--- src/rtl/ro_puf_controller.sv ---
// Sequencer for a serialized ring-oscillator PUF: loads the challenge into the
// scrambler, runs one oscillator race per response bit and assembles the response.
module ro_puf_controller #(
  parameter int RESP_W        = 8,
  parameter int SETTLE_CYCLES = 4,
  parameter int EVAL_CYCLES   = 1024
) (
  input  logic              clk,
  input  logic              rst,
  input  logic              start,
  input  logic [7:0]        chall_in,
  input  logic              arb_done,
  input  logic              arb_winner,
  output logic              ro_en,
  output logic              dp_clr,
  output logic              scr_load,
  output logic              scr_step,
  output logic [7:0]        chall_out,
  output logic              busy,
  output logic              ready,
  output logic [RESP_W-1:0] response,
  output logic              err
);

  localparam int IDX_W = (RESP_W > 1) ? $clog2(RESP_W) : 1;
  localparam int ST_W  = (SETTLE_CYCLES > 1) ? $clog2(SETTLE_CYCLES) : 1;
  localparam int WD_W  = $clog2(EVAL_CYCLES);

  localparam logic [IDX_W-1:0] IDX_LAST    = IDX_W'(RESP_W - 1);
  localparam logic [ST_W-1:0]  SETTLE_LAST = ST_W'(SETTLE_CYCLES - 1);
  localparam logic [WD_W-1:0]  WD_LAST     = WD_W'(EVAL_CYCLES - 1);

  typedef enum logic [2:0] {
    S_IDLE,
    S_LOAD,
    S_CLEAR,
    S_SETTLE,
    S_RACE,
    S_STEP,
    S_DONE
  } state_t;

  state_t              r_state;
  logic [IDX_W-1:0]    r_bitIdx;
  logic [ST_W-1:0]     r_settleCnt;
  logic [WD_W-1:0]     r_watchdog;
  logic [RESP_W-1:0]   r_shift;
  logic [RESP_W-1:0]   r_response;
  logic [7:0]          r_chall;
  logic                r_roEn;
  logic                r_dpClr;
  logic                r_scrLoad;
  logic                r_scrStep;
  logic                r_busy;
  logic                r_ready;
  logic                r_err;

  // Outputs are registered for the state being entered, so each strobe is
  // visible exactly during the cycle its state is active.
  always_ff @(posedge clk) begin
    if (!rst) begin
      r_state     <= S_IDLE;
      r_bitIdx    <= '0;
      r_settleCnt <= '0;
      r_watchdog  <= '0;
      r_shift     <= '0;
      r_response  <= '0;
      r_chall     <= '0;
      r_roEn      <= 1'b0;
      r_dpClr     <= 1'b0;
      r_scrLoad   <= 1'b0;
      r_scrStep   <= 1'b0;
      r_busy      <= 1'b0;
      r_ready     <= 1'b0;
      r_err       <= 1'b0;
    end else begin
      r_scrLoad <= 1'b0;
      r_scrStep <= 1'b0;
      r_dpClr   <= 1'b0;

      case (r_state)
        S_IDLE: begin
          if (start) begin
            r_state   <= S_LOAD;
            r_chall   <= chall_in;
            r_ready   <= 1'b0;
            r_err     <= 1'b0;
            r_shift   <= '0;
            r_bitIdx  <= '0;
            r_scrLoad <= 1'b1;
            r_busy    <= 1'b1;
          end
        end

        S_LOAD: begin
          r_state <= S_CLEAR;
          r_dpClr <= 1'b1;
          r_roEn  <= 1'b0;
        end

        S_CLEAR: begin
          r_state     <= S_SETTLE;
          r_roEn      <= 1'b1;
          r_settleCnt <= '0;
        end

        S_SETTLE: begin
          if (r_settleCnt == SETTLE_LAST) begin
            r_state    <= S_RACE;
            r_watchdog <= '0;
          end else begin
            r_settleCnt <= r_settleCnt + 1'b1;
          end
        end

        // A verdict on the watchdog's last cycle still counts as a clean race.
        S_RACE: begin
          if (arb_done) begin
            r_shift[r_bitIdx] <= arb_winner;
            r_state           <= S_STEP;
            r_roEn            <= 1'b0;
            r_scrStep         <= 1'b1;
          end else if (r_watchdog == WD_LAST) begin
            r_shift[r_bitIdx] <= 1'b0;
            r_err             <= 1'b1;
            r_state           <= S_STEP;
            r_roEn            <= 1'b0;
            r_scrStep         <= 1'b1;
          end else begin
            r_watchdog <= r_watchdog + 1'b1;
          end
        end

        S_STEP: begin
          if (r_bitIdx == IDX_LAST) begin
            r_state    <= S_DONE;
            r_response <= r_shift;
            r_ready    <= 1'b1;
            r_busy     <= 1'b0;
          end else begin
            r_bitIdx <= r_bitIdx + 1'b1;
            r_state  <= S_CLEAR;
            r_dpClr  <= 1'b1;
          end
        end

        S_DONE: begin
          r_state <= S_IDLE;
        end

        default: begin
          r_state <= S_IDLE;
          r_roEn  <= 1'b0;
          r_busy  <= 1'b0;
        end
      endcase
    end
  end

  assign ro_en     = r_roEn;
  assign dp_clr    = r_dpClr;
  assign scr_load  = r_scrLoad;
  assign scr_step  = r_scrStep;
  assign chall_out = r_chall;
  assign busy      = r_busy;
  assign ready     = r_ready;
  assign response  = r_response;
  assign err       = r_err;

endmodule

--- config.mk ---
export PLATFORM = sky130hd
export DESIGN_NAME = ro_puf_controller
export DESIGN_NICKNAME = d
export VERILOG_FILES = /design/src/rtl/ro_puf_controller.sv
export SDC_FILE = /design/constraint.sdc
export NUM_CORES = 1
export LEC_CHECK = 0
export CORE_MARGIN = 4
export CORE_UTILIZATION = 57
export CTS_CLUSTER_DIAMETER = 60
export DETAILED_ROUTE_END_ITERATION = 8
export PLACE_DENSITY = 0.84
export SLEW_MARGIN = 15
export SYNTH_ARGS = -nofsm -noshare
export SYNTH_HDL_FRONTEND = slang
export SYNTH_SLANG_ARGS = --single-unit
--- constraint.sdc ---
create_clock -name clk -period 3.5 [get_ports clk]
set_clock_uncertainty 0.2 [all_clocks]
set_input_delay 0.875 -clock clk [delete_from_list [all_inputs] [get_ports clk]]
set_output_delay 0.875 -clock clk [all_outputs]
set_load 0.01 [all_outputs]
Word level (Yosys, flattened, before mapping)
Cells that the tools add are included.
Widths: inputs -> output; s select.

word-level totals
  flip-flop bits (word level) = 49
  bits of input ports = 13
  output and inout bits = 23
  word-level logic and storage cells = 101

cells by class
  add/subtract/negate cells = 3
  order comparisons = 2
  eq/ne operators = 18
  multiplexer cells = 39
  bitwise operators = 4
  reduce and logical (&&, ||, !) cells = 21

operator list
  operator               count
  $mux 10                3
  $mux 8                 3
  $mux 3                 7
  $pmux 10 s2            1
  $pmux 3 s6             1
  $ne 2x2->1 const B     8
  $pmux 8 s2             1
  $reduce_and 3->1       5
  $mux 1                 13
  $eq 3x3->1 const B     4
  $reduce_and 2->1       6
  $add 10x1->10 const B  1
  $eq 10x10->1 const B   1
  $and 8x8->8            1
  $bwmux 8               1
  $not 8->8              1
  $reduce_and 4->1       2
  $reduce_bool 2->1      4
  $eq 3x2->1 const B     2
  $pmux 1 s2             3
  $pmux 1 s3             2
  $pmux 3 s2             1
  $reduce_or 5->1        1
  $lt 3x4->1 const B     1
  other kinds (13)       14

Longest topological paths before layout
Gate-level depths: netlist of run 1.

  word-level depth = 9
  depth in mapped cells = 6
  mapped depth without buffers = 6

Worst setup path after synthesis of run 1
No wires, ideal clock.

  kind = input -> register
  from = input arb_done
  to = register r_watchdog[8]
  setup time = 0.123 ns
  arrival = 1.859 ns
  required time = 3.177 ns
  path slack = 1.317 ns
  cell stages on the path = 4
  path buffers = 0
  path through = nor4b_4 > o211ai_1 > a21oi_1 > mux2_1

between the ends
  word-level cells in the longest chain between the ends = 2

RTL lines
  what                               line  source
  start: declaration                 12    input logic arb_done,
  $ne 2x2->1 (no source line)        -
  $reduce_and 4->1 (no source line)  -
  end signal: assignment             130   r_watchdog <= r_watchdog + 1'b1;
  end: declaration                   46    logic [WD_W-1:0] r_watchdog;

Every way passes these cells.
A chain may end at the register's enable or synchronous reset.

Worst setup path in the final report of run 1
  from = input start
  to = register r_shift[7]

between the ends
  word-level cells in the longest chain between the ends = 2

RTL lines
  what                               line  source
  start: declaration                 10    input logic start,
  $ne 2x2->1 (no source line)        -
  $reduce_and 3->1 (no source line)  -
  end signal: indexed assignment     119   r_shift[r_bitIdx] <= arb_winner;
  end: declaration                   47    logic [RESP_W-1:0] r_shift;

Every way passes these cells.

==> flow_metrics.env, run 1 <==
export IMPL_status="complete, no violations"
export IMPL_cts_sink_count=49
export IMPL_pin_count=36
export IMPL_p_per_area_nw_per_um2=405
export IMPL_setup_worst_path_class="input pin to register"
export IMPL_switching_share=0.228
export IMPL_finalHoldViolations=0
export IMPL_max_slew_margin=0.531
export IMPL_cts_hold_fix_buffers=0
export IMPL_synthCells=258
export IMPL_power_leakage_nw=1.02
export IMPL_startpoint_type="input pin"
export IMPL_nets=306
export IMPL_start_util=0.602
export IMPL_cts_resized=0
export IMPL_fill_cells=290
export IMPL_core_area_um2=3740
export IMPL_ir_worst_vdd_uv=326
export IMPL_grtUsageMet2=0.337
export IMPL_viasPerCell=5.76
export IMPL_seq_area_frac_synth=0.436
export IMPL_wl_mm=4.64
export IMPL_globalRouteMet3Util=0.0483
export IMPL_yosysWarnings=0
export IMPL_antenna_cells=0
export IMPL_worstMarginPinSlew_ps=692
export IMPL_slew_violations=0
export IMPL_cp_required_ps=3500
export IMPL_std_cell_rows=22
export IMPL_dr_pass1_iters=4
export IMPL_busiest_layer="met2"
export IMPL_drtIter0Drc=94
export IMPL_wl_per_cell_um=13.7
export IMPL_grt_pass1_wl_mm=7.94
export IMPL_clkPwrFrac=0.379
export IMPL_rsz0062_at_grt="no"
export IMPL_finalInstanceArea_um2=2730
export IMPL_syn_avg_cell_area_um2=8.73
export IMPL_dp_slack_ps=538
export IMPL_hpwl_mm=3.28
export IMPL_power_frac_comb=0.092
export IMPL_placed_cells=330
export IMPL_switchingPower_uw=251
export IMPL_timing_fmax_mhz=380
export IMPL_dpl_instance_area_um2=2610
export IMPL_grt_pass1_vias=1836
export IMPL_grt_overflow_total=0
export IMPL_intPower_uw=853
export IMPL_die_width_um=70.9
export IMPL_setup_viol=0
export IMPL_final_common_cell="dfxtp_1"
export IMPL_finalNonFillerCells=338
export IMPL_drive_above_1_share=0.0793
export IMPL_synthToLayoutAreaGrowth_pct=21.2
export IMPL_grt_max_degree=21
export IMPL_gp_congestion=0.887
export IMPL_synth_fp_nets=275
export IMPL_gr_usage_met1=0.225
export IMPL_postSynth_asyncResetShare=0
export IMPL_cts_made_buffers=5
export IMPL_root_buffer="clkbuf_8"
export IMPL_cts_setup_buffers=0
export IMPL_power_frac_seq=0.530
export IMPL_synth_cell_types=50
export IMPL_clkLatencyLatePin_ps=300
export IMPL_htreeDepth=2
export IMPL_synth_flop_cell="dfxtp_1"
export IMPL_arrival_ps=2630
export IMPL_clkTransAtPathRegs_ps=90
export IMPL_cts_tree="built"
export IMPL_fin_crit_sh=0.752
export IMPL_synth_edff_count=0
export IMPL_synth_seq_cells=49
export IMPL_drc=0
export IMPL_vias=1946
export IMPL_antenna_found_initial=0
export IMPL_min_path_type="register to register"
export IMPL_io_buffers=35
export IMPL_cap_violations=0
export IMPL_setup_tns_ps=0
export IMPL_fin_crit_ps=2630
export IMPL_crit_path_end_kind="register"
export IMPL_die_area_um2=5020
export IMPL_grt_total_usage=0.193
export IMPL_drtAntennaViolNets=0
export IMPL_crit_fanout=11
export IMPL_die_height_um=70.9
export IMPL_syn_area_um2=2250
export IMPL_setup_slack_ps=868
export IMPL_cts_buffer_depth=2
export IMPL_most_common_layout_cells="dfxtp_1 (49), nand2_1 (41), clkdlybuf4s50_1 (35)"
cells in the mapped netlist, drive strengths merged (3+ instances only):
| master | count | area share |
|---|---|---|
| dfxtp | 49 | 0.44 |
| nand2 | 41 | 0.068 |
| a21oi | 33 | 0.075 |
| nor2 | 21 | 0.035 |
| clkbuf | 10 | 0.017 |
| inv | 9 | 0.015 |
| o21ai | 8 | 0.018 |
| o221a | 8 | 0.040 |
| a31oi | 7 | 0.019 |
| or3 | 7 | 0.024 |
| nand2b | 5 | 0.014 |
| nand3 | 5 | 0.011 |
| nor3 | 5 | 0.016 |
| buf | 4 | 0.017 |
| ha | 4 | 0.022 |
| and3 | 3 | 0.0083 |
| nand4 | 3 | 0.011 |
| nor4b | 3 | 0.021 |
kinds of logic (layout without fill, tap and decap cells):
family | Yosys count | after routing | synth area share
AND/OR/NAND/NOR | 105 | 105 | 0.257
adder cells (fa/ha/maj) | 4 | 4 | 0.0222
buffers and inverters | 24 | 56 | 0.0506
XOR/XNOR | 1 | 1 | 0.00389
AO/OA/AOI/OAI | 72 | 72 | 0.217
multiplexers | 3 | 3 | 0.0139
flip-flops | 49 | 49 | 0.436
worst max-delay path, cell delays in order:
cell and delay [ps]:
clkdlybuf4s50_1 550, or4b_1 650, nand2_1 150, o31ai_2 150, o221a_1 260
per-layer routing:
metal  vias to the layer above  routed length (µm)
met1                       914                2040
met3                        10                 187
met2                        36                2320
met4                         0                  91
li1                        986                   -
met5                         -                   0
path summary, 6_finish.rpt:
kind | endpoint | cells after the start | slack (ps) | start
setup / recovery | r_shift[7]$_SDFFE_PN0P_ | 5 | 870 | start
hold / removal | chall_out[2]$_SDFFE_PN0P_ | 2 | 260 | chall_out[2]$_SDFFE_PN0P_
setup reg to reg | r_shift[6]$_SDFFE_PN0P_ | 4 | 1120 | r_state[2]$_SDFFE_PN0P_
hold reg to reg | chall_out[2]$_SDFFE_PN0P_ | 2 | 260 | chall_out[2]$_SDFFE_PN0P_
power by group through the flow:
stage | clock network [mW] | registers, mW | logic, mW
global route | 0.447 | 0.587 | 0.112
CTS | 0.426 | 0.585 | 0.102
finish | 0.418 | 0.585 | 0.101
global placement | 0 | 0.598 | 0.100
floorplan | 0 | 0.597 | 0.0580
detailed placement | 0 | 0.598 | 0.102
cell type report:
cell class / instances / area, µm² / share of cell area
clock buffers: 6 / 82.6 / 0.0303
multi-input cells: 185 / 1160 / 0.424
well taps: 48 / 60.1 / 0.0220
inverters: 10 / 37.5 / 0.0138
clock inverters: 2 / 37.5 / 0.0138
repair buffers: 38 / 373 / 0.137
flip-flops and latches: 49 / 981 / 0.359
flip-flops by register name, indices dropped and copies added (netlist names):
register	cells
scr_load	1
ready	1
r_state	3
r_watchdog	10
err	1
response	8
ro_en	1
r_bitIdx	3
chall_out	8
dp_clr	1
r_shift	8
busy	1
r_settleCnt	2
scr_step	1
stage by stage:
stage	total power, mW	util	hold slack, ps
after floorplan	0.655	-	232
after global routing	1.15	0.729	279
after global placement	0.698	0.697	241
after CTS	1.11	0.729	261
after detailed placement	0.700	0.697	248
final	1.10	0.729	260
Note: power is estimated with default switching activity, not from simulation.
==> run 2, diff against run 1 <==
--- a/config.mk
+++ b/config.mk
@@ -6,10 +6,10 @@
 export NUM_CORES = 1
 export LEC_CHECK = 0
 export CORE_MARGIN = 4
-export CORE_UTILIZATION = 57
+export CORE_UTILIZATION = 48
 export CTS_CLUSTER_DIAMETER = 60
 export DETAILED_ROUTE_END_ITERATION = 8
-export PLACE_DENSITY = 0.84
+export PLACE_DENSITY = 0.76
 export SLEW_MARGIN = 15
 export SYNTH_ARGS = -nofsm -noshare
 export SYNTH_HDL_FRONTEND = slang
==> constraint.sdc (replaced) <==
create_clock -name clk -period 2.2 [get_ports clk]
set_clock_uncertainty 0.2 [all_clocks]
set_input_delay 0.55 -clock clk [delete_from_list [all_inputs] [get_ports clk]]
set_output_delay 0.55 -clock clk [all_outputs]
set_load 0.01 [all_outputs]
==> flow_metrics.env, run 2 (same netlist as run 1, synthesis figures left out) <==
export IMPL_fin_crit_ps=2070
export IMPL_grt_overflow_total=0
export IMPL_power_frac_seq=0.556
export IMPL_setup_worst_path_class="input pin to register"
export IMPL_io_buffers=35
export IMPL_drc=0
export IMPL_whs_ps=257
export IMPL_antenna_found_initial=0
export IMPL_arrival_ps=2110
export IMPL_start_util=0.507
export IMPL_grt_pass1_vias=1898
export IMPL_fin_crit_sh=0.942
export IMPL_status="complete, no violations"
export IMPL_drtIter0Drc=161
export IMPL_htreeDepth=2
export IMPL_power_leakage_nw=1.10
export IMPL_crit_fanout=6
export IMPL_fill_cells=400
export IMPL_finalHoldViolations=0
export IMPL_rsz0062_at_grt="no"
export IMPL_min_path_type="register to register"
export IMPL_die_width_um=76.5
export IMPL_power_frac_comb=0.113
export IMPL_drive_above_1_share=0.136
export IMPL_clkLatencyLatePin_ps=310
export IMPL_grt_max_degree=18
export IMPL_grtUsageMet2=0.295
export IMPL_setup_slack_ps=128
export IMPL_root_buffer="clkbuf_8"
export IMPL_most_common_layout_cells="dfxtp_1 (49), nand2_1 (41), clkdlybuf4s50_1 (35)"
export IMPL_drtAntennaViolNets=0
export IMPL_cts_buffer_depth=2
export IMPL_final_common_cell="dfxtp_1"
export IMPL_timing_fmax_mhz=483
export IMPL_pin_count=36
export IMPL_synthToLayoutAreaGrowth_pct=27.2
export IMPL_core_area_um2=4440
export IMPL_vias=2014
export IMPL_dp_slack_ps=-190
export IMPL_startpoint_type="input pin"
export IMPL_top_register="r_watchdog"
export IMPL_dr_pass1_iters=4
export IMPL_clkPwrFrac=0.331
export IMPL_cap_violations=0
export IMPL_nets=325
export IMPL_cts_resized=0
export IMPL_crit_path_end_kind="register"
export IMPL_ir_worst_vdd_uv=325
export IMPL_switching_share=0.258
export IMPL_worstMarginPinSlew_ps=631
export IMPL_switchingPower_uw=430
export IMPL_grt_pass1_wl_mm=8.52
export IMPL_setup_viol=0
export IMPL_cp_required_ps=2240
export IMPL_die_area_um2=5850
export IMPL_wl_per_cell_um=13.6
export IMPL_hpwl_mm=3.59
export IMPL_busiest_layer="met2"
export IMPL_max_slew_margin=0.573
export IMPL_cts_made_buffers=5
export IMPL_slew_violations=0
export IMPL_die_height_um=76.5
export IMPL_intPower_mw=1.24
export IMPL_cts_tree="built"
export IMPL_largest_reg_flops=10
export IMPL_grt_total_usage=0.175
export IMPL_gp_congestion=0.886
export IMPL_std_cell_rows=24
export IMPL_wl_mm=4.92
export IMPL_antenna_cells=0
export IMPL_globalRouteMet3Util=0.0426
export IMPL_cts_setup_buffers=0
export IMPL_cts_hold_fix_buffers=0
export IMPL_gr_usage_met1=0.213
export IMPL_p_per_area_nw_per_um2=582
export IMPL_viasPerCell=5.58
export IMPL_clkTransAtPathRegs_ps=100
export IMPL_cts_sink_count=49
==> run 2: layer usage <==
layer | share of wire | vias up
met5 | 0 | -
met1 | 0.44 | 920
met2 | 0.48 | 56
met4 | 0.024 | 0
li1 | - | 1024
met3 | 0.051 | 14
==> run 2: power by group through the flow <==
stage                     Combinational [mW]  Clock, mW  Sequential (mW)
after floorplan                       0.0923          0            0.949
after global placement                 0.187          0            0.946
after detailed placement               0.190          0            0.946
after CTS                              0.191      0.575            0.926
after global routing                   0.205      0.616            0.930
final                                  0.189      0.551            0.926
==> run 2: layout make-up <==
cell class,instances,area [µm²],area share
multi-input cells,185,1160,0.404
flip-flops and latches,49,981,0.343
repair buffers,57,528,0.184
clock buffers,5,68.8,0.0240
well taps,52,65.1,0.0227
inverters,10,37.5,0.0131
clock inverters,3,26.3,0.00917
==> run 2: path summary, 6_finish.rpt <==
path | from | endpoint | slack (ps) | cells past startpoint
setup / recovery | arb_done | r_watchdog[9]$_SDFFE_PN0P_ | 130 | 5
hold / removal | chall_out[2]$_SDFFE_PN0P_ | chall_out[2]$_SDFFE_PN0P_ | 260 | 2
setup reg to reg | r_state[0]$_SDFFE_PN0P_ | r_shift[7]$_SDFFE_PN0P_ | 180 | 4
hold reg to reg | chall_out[2]$_SDFFE_PN0P_ | chall_out[2]$_SDFFE_PN0P_ | 260 | 2
==> run 2: through the flow <==
stage,total power [mW],setup TNS [ps],area [µm²],instances,utilization
2_1_floorplan,1.04,0,2250,258,-
3_3_place_gp,1.13,-1960,2770,353,0.623
3_5_place_dp,1.14,-3110,2770,353,0.623
4_1_cts,1.69,0,2860,361,0.644
5_1_grt,1.75,0,2860,361,0.644
6_report,1.67,0,2860,361,0.644
==> run 2: critical path: stages <==
cell             delay (ps)
clkdlybuf4s50_1         480
nor4b_4                 300
o311ai_1                260
or3_1                   390
a21oi_1                 130
